[src/rtl/fft_pkg.sv]
// rtl/fft_pkg.sv - shared state encoding, defaults and index-width helper for the FFT frame feeder
package fft_pkg;

    typedef enum logic [2:0] {
        FILL     = 3'd0,
        START    = 3'd1,
        WAIT_RDY = 3'd2,
        FEED     = 3'd3,
        CAPTURE  = 3'd4,
        DRAIN    = 3'd5
    } state_e;

    localparam int DEF_N  = 8;
    localparam int DEF_DW = 16;

    function automatic int idx_width(input int n);
        return (n > 1) ? $clog2(n) : 1;
    endfunction

endpackage

[src/rtl/frame_buf.sv]
// rtl/frame_buf.sv - single-frame sample store, one synchronous write port and one asynchronous read port
module frame_buf
    import fft_pkg::*;
#(
    parameter int DEPTH = DEF_N,
    parameter int WIDTH = 2 * DEF_DW,
    parameter int AW    = idx_width(DEPTH)
) (
    input  logic             clk,
    input  logic             we,
    input  logic [AW-1:0]    waddr,
    input  logic [WIDTH-1:0] wdata,
    input  logic [AW-1:0]    raddr,
    output logic [WIDTH-1:0] rdata
);

    // Contents are don't-care after reset, so the array carries no reset.
    logic [WIDTH-1:0] mem_q [DEPTH];

    always_ff @(posedge clk) begin
        if (we) begin
            mem_q[waddr] <= wdata;
        end
    end

    assign rdata = mem_q[raddr];

endmodule

[src/rtl/fft_frame_feeder.sv]
// rtl/fft_frame_feeder.sv - frame-level master: buffer N samples, start and feed the FFT,
// capture its result burst and replay it downstream under backpressure
module fft_frame_feeder
    import fft_pkg::*;
#(
    parameter int N          = DEF_N,
    parameter int DATA_WIDTH = DEF_DW,
    parameter int TIMEOUT    = 64
) (
    input  logic                  clk,
    input  logic                  rst_n,
    input  logic                  flush,
    input  logic [DATA_WIDTH-1:0] s_real,
    input  logic [DATA_WIDTH-1:0] s_imag,
    input  logic                  s_valid,
    output logic                  s_ready,
    output logic                  fft_start,
    output logic [DATA_WIDTH-1:0] fft_din_real,
    output logic [DATA_WIDTH-1:0] fft_din_imag,
    output logic                  fft_din_valid,
    input  logic                  fft_din_ready,
    input  logic [DATA_WIDTH-1:0] fft_dout_real,
    input  logic [DATA_WIDTH-1:0] fft_dout_imag,
    input  logic                  fft_dout_valid,
    output logic [DATA_WIDTH-1:0] m_real,
    output logic [DATA_WIDTH-1:0] m_imag,
    output logic                  m_valid,
    input  logic                  m_ready,
    output logic                  frame_done,
    output logic                  err_timeout,
    output logic [15:0]           frame_count
);

    localparam int IDXW = idx_width(N);
    localparam int CNTW = $clog2(TIMEOUT + 1);
    localparam logic [IDXW-1:0] IDX_LAST = IDXW'(N - 1);
    localparam logic [CNTW-1:0] WAIT_LAST = CNTW'(TIMEOUT - 1);

    state_e          state_q, state_d;
    logic [IDXW-1:0] idx_q, idx_d;
    logic [CNTW-1:0] wait_q, wait_d;
    logic            err_q, err_d;
    logic            done_q, done_d;
    logic [15:0]     count_q, count_d;
    logic            in_we, out_we;
    logic [2*DATA_WIDTH-1:0] in_rdata, out_rdata;

    // Only one state uses an index at a time, so one shared index serves fill, feed, capture and drain.
    frame_buf #(.DEPTH(N), .WIDTH(2 * DATA_WIDTH), .AW(IDXW)) u_in_buf (
        .clk   (clk),
        .we    (in_we),
        .waddr (idx_q),
        .wdata ({s_real, s_imag}),
        .raddr (idx_q),
        .rdata (in_rdata)
    );

    frame_buf #(.DEPTH(N), .WIDTH(2 * DATA_WIDTH), .AW(IDXW)) u_out_buf (
        .clk   (clk),
        .we    (out_we),
        .waddr (idx_q),
        .wdata ({fft_dout_real, fft_dout_imag}),
        .raddr (idx_q),
        .rdata (out_rdata)
    );

    always_ff @(posedge clk or negedge rst_n) begin
        if (!rst_n) begin
            state_q <= FILL;
            idx_q   <= '0;
            wait_q  <= '0;
            err_q   <= 1'b0;
            done_q  <= 1'b0;
            count_q <= '0;
        end else begin
            state_q <= state_d;
            idx_q   <= idx_d;
            wait_q  <= wait_d;
            err_q   <= err_d;
            done_q  <= done_d;
            count_q <= count_d;
        end
    end

    always_comb begin
        state_d = state_q;
        idx_d   = idx_q;
        wait_d  = wait_q;
        err_d   = err_q;
        done_d  = 1'b0;
        count_d = count_q;
        in_we   = 1'b0;
        out_we  = 1'b0;
        if (flush) begin
            state_d = FILL;
            idx_d   = '0;
            wait_d  = '0;
            err_d   = 1'b0;
        end else begin
            unique case (state_q)
                FILL: if (s_valid) begin
                    in_we = 1'b1;
                    idx_d = (idx_q == IDX_LAST) ? '0 : idx_q + 1'b1;
                    if (idx_q == IDX_LAST) state_d = START;
                end
                START: begin
                    state_d = WAIT_RDY;
                    wait_d  = '0;
                end
                WAIT_RDY: begin
                    if (fft_din_ready) begin
                        state_d = FEED;
                        wait_d  = '0;
                    end else if (wait_q == WAIT_LAST) begin
                        state_d = FILL;
                        err_d   = 1'b1;
                        wait_d  = '0;
                    end else begin
                        wait_d = wait_q + 1'b1;
                    end
                end
                FEED: if (fft_din_ready) begin
                    idx_d = (idx_q == IDX_LAST) ? '0 : idx_q + 1'b1;
                    if (idx_q == IDX_LAST) begin
                        state_d = CAPTURE;
                        wait_d  = '0;
                    end
                end
                // The silence counter restarts on every captured sample.
                CAPTURE: begin
                    if (fft_dout_valid) begin
                        out_we = 1'b1;
                        wait_d = '0;
                        idx_d  = (idx_q == IDX_LAST) ? '0 : idx_q + 1'b1;
                        if (idx_q == IDX_LAST) state_d = DRAIN;
                    end else if (wait_q == WAIT_LAST) begin
                        state_d = FILL;
                        err_d   = 1'b1;
                        idx_d   = '0;
                        wait_d  = '0;
                    end else begin
                        wait_d = wait_q + 1'b1;
                    end
                end
                DRAIN: if (m_ready) begin
                    idx_d = (idx_q == IDX_LAST) ? '0 : idx_q + 1'b1;
                    if (idx_q == IDX_LAST) begin
                        state_d = FILL;
                        done_d  = 1'b1;
                        count_d = count_q + 16'd1;
                    end
                end
                default: begin
                    state_d = FILL;
                    idx_d   = '0;
                end
            endcase
        end
    end

    assign s_ready       = (state_q == FILL) && !flush;
    assign fft_start     = (state_q == START);
    assign fft_din_valid = (state_q == FEED);
    assign m_valid       = (state_q == DRAIN);
    // Data outputs are forced to zero outside their states so stale buffer contents never leak.
    assign {fft_din_real, fft_din_imag} = fft_din_valid ? in_rdata : '0;
    assign {m_real, m_imag}             = m_valid ? out_rdata : '0;
    assign frame_done    = done_q;
    assign err_timeout   = err_q;
    assign frame_count   = count_q;

endmodule

[config.mk]
export PLATFORM = sky130hd
export DESIGN_NAME = fft_frame_feeder
export DESIGN_NICKNAME = d
export VERILOG_FILES = /design/src/rtl/fft_pkg.sv /design/src/rtl/frame_buf.sv /design/src/rtl/fft_frame_feeder.sv
export SDC_FILE = /design/constraint.sdc
export NUM_CORES = 1
export LEC_CHECK = 0
export CAP_MARGIN = 25
export CORE_MARGIN = 1.5
export CORE_UTILIZATION = 40
export CTS_BUF_LIST = sky130_fd_sc_hd__clkbuf_4
export DETAILED_ROUTE_END_ITERATION = 12
export PLACE_DENSITY_LB_ADDON = 0.12
export SYNTH_ARGS = -nofsm -noshare
export SYNTH_HDL_FRONTEND = slang
export SYNTH_SLANG_ARGS = --single-unit
[constraint.sdc]
create_clock -name clk -period 3.9 [get_ports clk]
set_input_delay 0.39 -clock clk [delete_from_list [all_inputs] [get_ports clk]]
set_output_delay 0.39 -clock clk [all_outputs]
set_load 0.005 [all_outputs]
* Yosys cells after proc, flatten, opt, wreduce, memory -nomap -nowiden
Memory sizes are Yosys's and may differ from the RTL's. Cells that the tools add are included. W data, S select, Z words.
Storage, ports and cells: register bits 31, bits in writable memories 512, memories 2, input bits 71, output and inout bits 86, word-level logic and storage cells 89
Memory list:
- u_in_buf.mem_q | words 8, width 32, read ports 1, clocked after memory_dff 0, wr ports 1, RTL line frame_buf.sv:18 | logic [WIDTH-1:0] mem_q [DEPTH];
- u_out_buf.mem_q | words 8, width 32, read ports 1, clocked after memory_dff 0, wr ports 1, RTL line frame_buf.sv:18
Operators by class: mux-type cells 48, eq/ne operators 18, add/subtract/negate cells 3, reduce and logical (&&, ||, !) cells 11, bitwise logic cells 1
Operators with widths (count):
- $mux W32 | 2
- $mux W3 | 18
- $mux W7 | 6
- $pmux W7 S4 | 1
- $mux W1 | 18
- $pmux W3 S6 | 1
- $add A16 B1 Y16 const B | 1
- $pmux W3 S5 | 1
- $ne A3 B2 Y1 const B | 4
- $ne A3 B3 Y1 const B | 4
- $eq A3 B3 Y1 const B | 3
- $ne A4 B4 Y1 const B | 2
- $add A7 B1 Y7 const B | 1
- $eq A7 B6 Y1 const B | 1
- $reduce_and A7 Y1 | 1
- $eq A3 B2 Y1 const B | 2
- $reduce_and A3 Y1 | 2
- $reduce_and A5 Y1 | 1
- $reduce_bool A5 Y1 | 1
- $reduce_and A4 Y1 | 1
- $add A3 B1 Y3 const B | 1
- $eq A3 B1 Y1 const B | 1
- $logic_not A3 Y1 | 1
- $reduce_bool A3 Y1 | 1
- 6 further kinds | 6

* Longest topological paths before layout
Gate-level depths: netlist of run 1.
depth after elaboration 5, depth in mapped cells 7, gate-level depth less buffers 6

* Modules after synthesis
Synthesis of run 1 repeated with hierarchy kept, for this count alone.
Unflattened totals: cells, all modules 1006, area total of the unflattened synthesis 21808.4 sq um
By module, submodules not included:
- frame_buf | area each 9825.7 sq um, times used 2, sequential area each 7687.4 sq um, cells an instance 383
- fft_frame_feeder | area each 2157.1 sq um, times used 1, sequential area each 775.7 sq um, cells an instance 240

* Worst setup path before layout of run 1
No wires, ideal clock.
path kind reg-to-reg, start register state_q[1], end memory u_in_buf.mem_q[0][0] in the netlist's numbering, enable pin, setup time 0.421 ns, path buffers 2, cell stages (with the launch flop) 6, arrival 2.675 ns, slack 0.804 ns, required time 3.479 ns, clock period less this slack 3.096 ns, cells stage by stage dfrtp_1 -> buf_6 -> clkbuf_1 -> nor4_1 -> nand2_1 -> nor2_1
Between the ends: cells in the longest elaborated chain, start to end 5
RTL lines:
- start, declared | RTL line fft_frame_feeder.sv:39 | state_e state_q, state_d;
- start signal, assigned | RTL line fft_frame_feeder.sv:76 | state_q <= state_d;
- $logic_not A3 Y1 | RTL line fft_frame_feeder.sv:100 | unique case (state_q)
- $mux W1 | RTL line fft_frame_feeder.sv:100
- $mux W1 | RTL line fft_frame_feeder.sv:94 | if (flush) begin
- $mux W1 | RTL line frame_buf.sv:21 | if (we) begin
- $mux W1 (implied by the code) | RTL line frame_buf.sv:22 | mem_q[waddr] <= wdata;
- end, declared | RTL line frame_buf.sv:18
Every way passes these cells.

* Worst setup path after layout of run 1
start register idx_q[1], end output fft_din_real[10]
Between the ends: cells in the longest elaborated chain, start to end 2
RTL lines:
- start, declared | RTL line fft_frame_feeder.sv:40 | logic [IDXW-1:0] idx_q, idx_d;
- start signal, assigned | RTL line fft_frame_feeder.sv:77 | idx_q <= idx_d;
- $mem_v2 Z8 W32
- $mux W32 | RTL line fft_frame_feeder.sv:166 | assign {fft_din_real, fft_din_imag} = fft_din_valid ? in_rdata : '0;
- end, declared | RTL line fft_frame_feeder.sv:18 | output logic [DATA_WIDTH-1:0] fft_din_real,
Every way passes these cells.

==> results.json, run 1 <==
{
  "grt_max_degree": 65,
  "place.port_buffers": 156,
  "worst_slew_pin_slew_ns": 0.814,
  "synth_edf_count": 512,
  "cp_slowest_stage_delay_ns": 0.59,
  "cts.clk_slew.worst_paths_ns": 0.07,
  "start_util_pct": 40.8,
  "cts_tree": "built",
  "place_congestion": 0.778,
  "rows": 81,
  "dieWidth_um": 227,
  "synth.distinct_cells": 51,
  "synth.cell_area_um2": 20000,
  "clockRootBuffer": "clkbuf_4",
  "cp_top_family": "compound AO/OA/AOI/OAI gates",
  "hold_viol_final": 0,
  "cp_max_fo": 52,
  "dp_hpwl_um": 25700,
  "status": "complete, no violations",
  "clkSinkCount": 543,
  "vias": 11800,
  "cp.arrival_ns": 3.33,
  "power.leakage_nw": 7.89,
  "antenna_found_initial": 3,
  "layout-drive-gt1-share_pct": 21.6,
  "synthCells": 1104,
  "cp_num_cells": 6,
  "ios": 157,
  "hp-class": "in2reg",
  "slew_viol_final": 0,
  "synth_nets": 1179,
  "yosys.area.top_type": "edfxtp_1",
  "crit_start": "idx_q[1]$_DFFE_PN0P_",
  "worstRegToRegCells": 5,
  "clock_latency_ns": 0.94,
  "first_pass_iters": 5,
  "synth_top_area_share_pct": 76.7,
  "peakVddDrop_uv": 251,
  "seq_area_frac_synth_pct": 80.6,
  "synth_flop_cell": "edfxtp_1",
  "instances_no_fill": 2142,
  "finalSetupViolCount": 0,
  "end_kind": "output port",
  "drc_errors": 0,
  "min_path_cells": 1,
  "fill_cells": 4090,
  "drt_first_iter_violations": 942,
  "final_area_um2": 24700,
  "rr_endpoint": "u_out_buf.mem_q[5][19]$_DFFE_PP_",
  "grt_pass1_vias": 12000,
  "slew_headroom_pct": 45.6,
  "nets": 1457,
  "detailed_place.area_um2": 22700,
  "critPathKind": "reg2out",
  "cp_slowest_cell": "dfrtp_4",
  "gr-total-overflow": 0,
  "synth_seq_cells": 543,
  "ys_warn_count": 0,
  "ant_nets": 0,
  "worstPathCellList": "and3b_2 -> buf_12 -> a22o_1 -> a221oi_1 -> a31oi_1 -> clkdlybuf4s50_1",
  "layout_min_cycle_time_ns": 3.72,
  "syn2layout_area_growth_pct": 23.1,
  "vias_per_cell": 5.53,
  "fmax_ghz": 0.269,
  "finClkSkew_ns": 0.0411,
  "cp-start-kind": "flop",
  "dieArea_um2": 51400,
  "utilization_pct": 50.2,
  "die_y_um": 227,
  "dp.cells": 1892,
  "min_period_over_period_pct": 95.4,
  "cts_buffers": 142,
  "core_area_um2": 49200,
  "grt_util_all_layers_pct": 20.0,
  "reg2reg_from": "state_q[2]$_DFFE_PN0P_",
  "required_ns": 3.51,
  "cts.path.max_buffers": 3,
  "avgSynthCellArea_um2": 18.1,
  "drt-total-wl_um": 49900,
  "hold_end": "u_in_buf.mem_q[2][3]$_DFFE_PP_",
  "grt_pass1_wl_um": 74500,
  "ys_async_sr_fraction_pct": 5.71,
  "r2r_slack_ns": 0.96,
  "wl_per_cell_um": 23.3,
  "hp-start": "s_imag[3]",
  "whs_ns": 0.184,
  "crit_buf_inv": 2,
  "powerDensity_nw_per_um2": 562,
  "cts_htree_levels": 4,
  "synth.area.top_cells": "edfxtp_1 77%, a22oi_1 4.8%, dfrtp_1 3.9%, a22o_1 2.8%, a221oi_1 2.8%",
  "maxCapViolations": 0
}
[synthesized netlist by cell type (all sizes together) (4+ instances only)]
cell / n
a211oi: 4
a21oi: 5
a221oi: 64
a22o: 65
a22oi: 128
a31oi: 68
and3: 6
buf: 43
clkbuf: 31
dfrtp: 31
edfxtp: 512
ha: 4
inv: 8
mux2: 6
nand2: 18
nand3: 12
nand4: 4
nor2: 25
nor2b: 4
nor3b: 6
o21ai: 7
or3b: 4
xnor2: 11
xor2: 4
[repair_timing]
action / in CTS / in global routing
pin swaps: 1 / 1
setup endpoints to repair: 64 / 9
hold buffers: 1 / 0
setup buffers: 9 / 0
gates cloned: 0 / 0
endpoints found under the hold margin: 31 / 0
gates resized for setup: 14 / 6
[cell type report]
cell class	count	area [um^2]	area share [%]
flip-flops and latches	543	16200	65.5
clock buffers	205	1540	6.24
multi-input cells	479	3730	15.1
well taps	664	831	3.37
diodes	3	7.51	0.0304
clock inverters	32	264	1.07
inverters	8	30.0	0.122
repair buffers	208	2110	8.56
[cell usage in the layout, fill, tap and decap left out, types with 6 or more instances in the layout]
cell             instances
a22oi_1                128
clkdlybuf4s50_1        156
nand2_1                 18
a221oi_1                63
inv_1                    8
a31oi_1                 63
buf_4                   35
nor2_4                  17
clkinv_1                17
xnor2_1                 11
a22o_1                  65
o21ai_0                  7
nand3_1                 12
buf_12                   9
clkbuf_4               205
mux2_2                   6
dfrtp_1                 28
nor2_1                   8
edfxtp_1               512
[flip-flops by register name (all words and copies together), names as in the netlist]
name and cells:
err_timeout 1, u_in_buf.mem_q 256, frame_count 16, wait_q 7, state_q 3, frame_done 1, u_out_buf.mem_q 256, idx_q 3
[routing by layer]
metal / vias up / global-route usage (%) / routed length, um
li1: 5308 / - / -
met1: 6075 / 27.7 / 22700
met2: 390 / 30.1 / 23300
met3: 65 / 5.62 / 3210
met4: 2 / 6.86 / 765
met5: - / 0 / 13
[per-stage QoR]
stage | worst slack [ns] | setup TNS (ns) | total power [mW]
after floorplan | 0.804 | 0 | 7.95
after global placement | 0.759 | 0 | 8.94
after detailed placement | 0.695 | 0 | 8.95
after CTS | 0.0118 | 0 | 14.0
after global routing | -0.00684 | -0.0112 | 14.5
final | 0.178 | 0 | 13.9
[cells by family (layout without fill, tap and decap cells)]
logic type | count (synthesis) | count (layout) | synth area share (%)
adders and majority gates | 4 | 4 | 0.250
xor gates and xnor gates | 15 | 15 | 0.656
and+or+nand+nor | 100 | 100 | 2.79
AOI/OAI and AO/OA | 354 | 354 | 13.6
buffers and inverters | 82 | 453 | 1.79
DFF | 543 | 543 | 80.6
other | 0 | 3 | 0
muxes | 6 | 6 | 0.337
[worst max path at each step]
stage,to
2_1_floorplan,u_in_buf.mem_q[0][0]$_DFFE_PP_
3_3_place_gp,m_real[7]
3_5_place_dp,m_real[7]
4_1_cts,m_real[14]
5_1_grt,m_real[7]
6_report,fft_din_real[10]
[worst reg2reg max path: stages (launching register included)]
cell and delay [ns]:
dfrtp_1 0.65, or3b_1 0.54, nor2_1 0.18, nand2_1 0.44, nor2_4 0.20, buf_4 0.52
[power breakdown]
part	internal [mW]	switching (mW)	total, mW
Sequential	6.53	0.100	6.63
Combinational	0.987	1.32	2.30
Clock	2.72	2.20	4.93
Total	10.2	3.62	13.9
(Power assumes the default switching activity.)
==> run 2: changes to the inputs <==
--- a/config.mk
+++ b/config.mk
@@ -5,12 +5,14 @@
 export SDC_FILE = /design/constraint.sdc
 export NUM_CORES = 1
 export LEC_CHECK = 0
-export CAP_MARGIN = 25
+export CAP_MARGIN = 20
 export CORE_MARGIN = 1.5
 export CORE_UTILIZATION = 40
 export CTS_BUF_LIST = sky130_fd_sc_hd__clkbuf_4
+export CTS_CLUSTER_DIAMETER = 40
 export DETAILED_ROUTE_END_ITERATION = 12
 export PLACE_DENSITY_LB_ADDON = 0.12
+export SKIP_LAST_GASP = 1
 export SYNTH_ARGS = -nofsm -noshare
 export SYNTH_HDL_FRONTEND = slang
 export SYNTH_SLANG_ARGS = --single-unit
==> run 2 against run 1 <==
Net effect:
- combinational power barely moved
- clock skew fell by 0.0086 ns
- wire length rose by 0.24%
- power fell by 0.26%
- maximum frequency fell by 1.3%
- design area barely moved
- first-iteration DRC count rose by 9.2%
- worst setup slack got worse by 0.051 ns
- critical endpoint is now fft_din_imag[2]
- highest routed layer unchanged
==> results.json, run 2 (synthesis results as in run 1) <==
{
  "cp-start-kind": "flop",
  "dp_hpwl_um": 25700,
  "dieArea_um2": 51400,
  "status": "complete, no violations",
  "cp_slowest_cell": "dfrtp_4",
  "dieWidth_um": 227,
  "cp_max_fo": 64,
  "syn2layout_area_growth_pct": 23.0,
  "cts_htree_levels": 4,
  "slew_viol_final": 0,
  "cts.path.max_buffers": 3,
  "worst_slew_pin_slew_ns": 0.814,
  "clockRootBuffer": "clkbuf_4",
  "grt_pass1_wl_um": 74400,
  "antenna_found_initial": 3,
  "ant_nets": 0,
  "worst_slack_ns": 0.127,
  "p_sw_share_pct": 26.2,
  "dp.cells": 1892,
  "fmax_ghz": 0.265,
  "powerDensity_nw_per_um2": 561,
  "hold_end": "u_in_buf.mem_q[7][3]$_DFFE_PP_",
  "reg2reg_from": "state_q[2]$_DFFE_PN0P_",
  "cts_tree": "built",
  "final_cell_mix": "512 x edfxtp_1, 202 x clkbuf_4, 156 x clkdlybuf4s50_1",
  "place_congestion": 0.778,
  "rsz0062_at_grt": "yes",
  "cp.arrival_ns": 3.38,
  "ios": 157,
  "power.internal_mw": 10.2,
  "cts.clk_slew.worst_paths_ns": 0.06,
  "hp-start": "s_imag[3]",
  "wl_per_cell_um": 23.4,
  "layout_min_cycle_time_ns": 3.77,
  "hp-class": "in2reg",
  "grt_pass1_vias": 12000,
  "vias": 11800,
  "core_area_um2": 49200,
  "start_util_pct": 40.8,
  "power.leakage_nw": 7.87,
  "cts_buffers": 143,
  "drt-total-wl_um": 50100,
  "vias_per_cell": 5.53,
  "die_y_um": 227,
  "first_pass_iters": 7,
  "maxCapViolations": 0,
  "grt_util_all_layers_pct": 19.9,
  "nets": 1453,
  "peakVddDrop_uv": 249,
  "whs_ns": 0.184,
  "layout-drive-gt1-share_pct": 21.0,
  "instances_no_fill": 2138,
  "clock_latency_ns": 0.95,
  "comb_power_share_pct": 16.4,
  "clkSinkCount": 543,
  "required_ns": 3.51,
  "drc_errors": 0,
  "rows": 81,
  "place.port_buffers": 156,
  "switching_power_mw": 3.63,
  "hold_viol_final": 0,
  "min_path_cells": 1,
  "preCtsSetupSlack_ns": 0.695,
  "final_common_cell": "edfxtp_1",
  "finalSetupViolCount": 0,
  "cp_slowest_stage_delay_ns": 0.58,
  "slew_headroom_pct": 45.6,
  "grt_max_degree": 65,
  "min_period_over_period_pct": 96.7,
  "end_kind": "output port",
  "gr-total-overflow": 0,
  "worstRegToRegCells": 5,
  "finClkSkew_ns": 0.0326,
  "rr_endpoint": "u_out_buf.mem_q[1][19]$_DFFE_PP_",
  "p_total_mw": 13.8,
  "p_seq_share_pct": 48.1,
  "pwr-share-clk_pct": 35.5,
  "drt_first_iter_violations": 1029,
  "critPathKind": "reg2out",
  "r2r_slack_ns": 0.94,
  "worstPathCellList": "nor3b_4 -> clkbuf_16 -> a22o_1 -> a221oi_1 -> a31oi_1 -> clkdlybuf4s50_1"
}
==> run 2: worst max-delay path by stage <==
stage / end / cells after the start / from
2_1_floorplan: u_in_buf.mem_q[0][0]$_DFFE_PP_ / 5 / state_q[1]$_DFFE_PN0P_
3_3_place_gp: m_real[7] / 6 / idx_q[1]$_DFFE_PN0P_
3_5_place_dp: m_real[7] / 6 / idx_q[1]$_DFFE_PN0P_
4_1_cts: m_real[14] / 6 / idx_q[0]$_DFFE_PN0P_
5_1_grt: fft_din_imag[2] / 6 / idx_q[0]$_DFFE_PN0P_
6_report: fft_din_imag[2] / 6 / idx_q[0]$_DFFE_PN0P_
==> run 2: cell type report <==
type | instances | area [um^2]
Sequential cell | 543 | 16200
Timing Repair Buffer | 203 | 2090
Clock buffer | 202 | 1520
Antenna cell | 2 | 5.00
Clock inverter | 37 | 280
Tap cell | 664 | 831
Fill cell | 4109 | 24500
Multi-Input combinational cell | 479 | 3730
Inverter | 8 | 30.0
==> run 2: metrics by stage <==
stage                     util (%)  area [um^2]  TNS [ns]
after floorplan                  -        20000         0
after global placement        46.1        22700         0
after detailed placement      46.1        22700         0
after CTS                     50.0        24600   -0.0144
after global routing          50.1        24600   -0.0408
final                         50.1        24600         0
==> run 2: worst max-delay path, delay by kind of cell (launching register included) <==
family                 cells  cell delay (ns)
AND/OR/NAND/NOR            1             0.19
buffers and inverters      2             0.73
AO/OA/AOI/OAI              3             0.83
flip-flops                 1             0.58
==> run 2: routing by layer <==
metal | GRT usage [%] | part of all wire, % | up-vias
met1 | 27.8 | 45 | 6060
li1 | - | - | 5295
met4 | 7.08 | 1.7 | 2
met3 | 5.52 | 6.1 | 71
met5 | 0 | 0.026 | -
met2 | 30.0 | 47 | 387
==> run 2: timing repair <==
action / CTS / global route
gates resized for setup: 13 / 9
buffers inserted: 3 / 0
hold buffers: 1 / 0
pin swaps: 1 / 0
hold endpoints to repair: 31 / 0
endpoints found under the setup margin: 64 / 18
gates cloned: 0 / 1
==> run 2: power groups by stage <==
stage | registers [mW] | clock network [mW] | logic, mW
2_1_floorplan | 6.68 | 0 | 1.27
3_3_place_gp | 6.75 | 0 | 2.19
3_5_place_dp | 6.75 | 0 | 2.20
4_1_cts | 6.64 | 5.07 | 2.28
5_1_grt | 6.65 | 5.37 | 2.45
6_report | 6.64 | 4.91 | 2.27
==> run 3: changes to the inputs <==
--- a/config.mk
+++ b/config.mk
@@ -8,7 +8,7 @@
 export CAP_MARGIN = 20
 export CORE_MARGIN = 1.5
 export CORE_UTILIZATION = 40
-export CTS_BUF_LIST = sky130_fd_sc_hd__clkbuf_4
+export CTS_BUF_LIST = sky130_fd_sc_hd__clkbuf_2
 export CTS_CLUSTER_DIAMETER = 40
 export DETAILED_ROUTE_END_ITERATION = 12
 export PLACE_DENSITY_LB_ADDON = 0.12
==> run 3 against run 2 <==
Net effect:
- maximum frequency is 2.4% lower
- clock skew is 0.040 ns higher
- hold slack better by 0.085 ns
- core utilization is 2.1 points higher
- die area stayed put
- global-route usage is 1.4 points higher
==> results.json, run 3 (synthesis results as in run 1) <==
{
  "status": "complete, no violations",
  "core_area_um2": 49200,
  "worst_slew_pin_slew_ns": 0.853,
  "instances_no_fill": 2242,
  "fmax_ghz": 0.259,
  "switching_power_mw": 3.93,
  "first_pass_iters": 7,
  "rsz0062_at_grt": "yes",
  "p_total_mw": 13.5,
  "place_congestion": 0.778,
  "slew_headroom_pct": 43.2,
  "cts.path.max_buffers": 3,
  "required_ns": 3.51,
  "grt_pass1_vias": 12500,
  "cp-start-kind": "flop",
  "pwr-share-clk_pct": 28.9,
  "syn2layout_area_growth_pct": 28.1,
  "worstRegToRegCells": 5,
  "fin_setup_tns_ns": 0,
  "min_path_cells": 4,
  "final_common_cell": "edfxtp_1",
  "worst_slack_ns": 0.0341,
  "clock_latency_ns": 1.27,
  "clockRootBuffer": "clkbuf_2",
  "dp_hpwl_um": 25700,
  "die_y_um": 227,
  "place.port_buffers": 156,
  "layout_min_cycle_time_ns": 3.87,
  "dieWidth_um": 227,
  "whs_ns": 0.268,
  "dp.cells": 1892,
  "hold_viol_final": 0,
  "ant_nets": 0,
  "start_util_pct": 40.8,
  "power.internal_mw": 9.58,
  "rows": 81,
  "final_cell_mix": "512 x edfxtp_1, 196 x clkbuf_2, 125 x a22oi_1",
  "gr-total-overflow": 0,
  "nets": 1562,
  "min_period_over_period_pct": 99.1,
  "layout-drive-gt1-share_pct": 24.7,
  "p_sw_share_pct": 29.1,
  "powerDensity_nw_per_um2": 526,
  "cts_tree": "built",
  "critPathKind": "reg2out",
  "antenna_found_initial": 2,
  "maxCapViolations": 0,
  "grt_util_all_layers_pct": 21.4,
  "dieArea_um2": 51400,
  "cts.clk_slew.worst_paths_ns": 0.09,
  "drt-total-wl_um": 53900,
  "finClkSkew_ns": 0.0728,
  "clkSinkCount": 543,
  "power.leakage_nw": 9.01,
  "drc_errors": 0,
  "vias_per_cell": 5.46,
  "grt_max_degree": 35,
  "ios": 157,
  "wl_per_cell_um": 24.1,
  "drt_first_iter_violations": 984,
  "preCtsSetupSlack_ns": 0.695,
  "cp.arrival_ns": 3.48,
  "comb_power_share_pct": 22.3,
  "final_area_um2": 25700,
  "vias": 12200,
  "finalSetupViolCount": 0,
  "utilization_pct": 52.2,
  "slew_viol_final": 0,
  "p_seq_share_pct": 48.9,
  "cp_max_fo": 19,
  "hp-class": "in2reg",
  "cts_buffers": 142,
  "grt_pass1_wl_um": 79000,
  "end_kind": "output port",
  "cts_htree_levels": 4,
  "peakVddDrop_uv": 241,
  "detailed_place.area_um2": 22700
}
-- run 3: changes by cell type in the layout (fill, tap and decap cells not counted), sizes merged, moves of 4 or more --
cell,delta
buf,+35
clkdlybuf4s15,+4
clkbuf,-5
dlygate4sd3,+69
dlymetal6s2s,+25
inv,+4
dlygate4sd2,+25
clkdlybuf4s50,-55
-- run 3: final cells by class --
type,instances,area (um^2)
Tap cell,664,831
Fill cell,4105,23500
Clock buffer,194,971
Sequential cell,543,16200
Multi-Input combinational cell,479,4000
Antenna cell,1,2.50
Clock inverter,40,288
Inverter,8,30.0
Timing Repair Buffer,313,3390
-- run 3: repair_timing --
item,4_1_cts,5_1_grt
cloned,7,3
setup buffers,23,12
pin swaps,30,24
endpoints found under the setup margin,65,55
endpoints found under the hold margin,563,0
gates resized for setup,74,68
hold buffers,70,0
-- run 3: final timing paths --
check / start / to / slack [ns]
hold reg to reg: frame_count[15]$_DFFE_PN0P_ / frame_count[15]$_DFFE_PN0P_ / 0.48
max in group asynchronous: rst_n / state_q[1]$_DFFE_PN0P_ / 2.90
setup / recovery: idx_q[2]$_DFFE_PN0P_ / m_real[14] / 0.03
hold / removal: fft_dout_valid / state_q[2]$_DFFE_PN0P_ / 0.27
min in group asynchronous: rst_n / frame_count[10]$_DFFE_PN0P_ / 0.59
setup reg to reg: state_q[2]$_DFFE_PN0P_ / u_out_buf.mem_q[3][19]$_DFFE_PP_ / 1.09
-- run 3: worst max-delay path, stage by stage, from the launching register on --
cell	delay (ns)
dfrtp_2	0.47
clkbuf_2	0.20
and3_2	0.24
buf_6	0.21
buf_8	0.23
a22oi_1	0.09
a31oi_1	0.27
clkdlybuf4s50_1	0.55
-- run 3: layer usage --
metal | vias up | part of all wire (%) | track usage (%)
met5 | - | 0 | 0
met4 | 0 | 1.2 | 5.98
met3 | 57 | 6.4 | 6.23
met2 | 407 | 48 | 32.7
met1 | 6280 | 45 | 29.7
li1 | 5504 | - | -
-- run 3: power by group through the flow --
stage | combinational (mW) | clock (mW) | sequential (mW)
floorplan | 1.27 | 0 | 6.68
global placement | 2.19 | 0 | 6.75
detailed placement | 2.20 | 0 | 6.75
CTS | 2.87 | 4.03 | 6.60
global route | 3.20 | 4.33 | 6.62
finish | 3.01 | 3.90 | 6.60
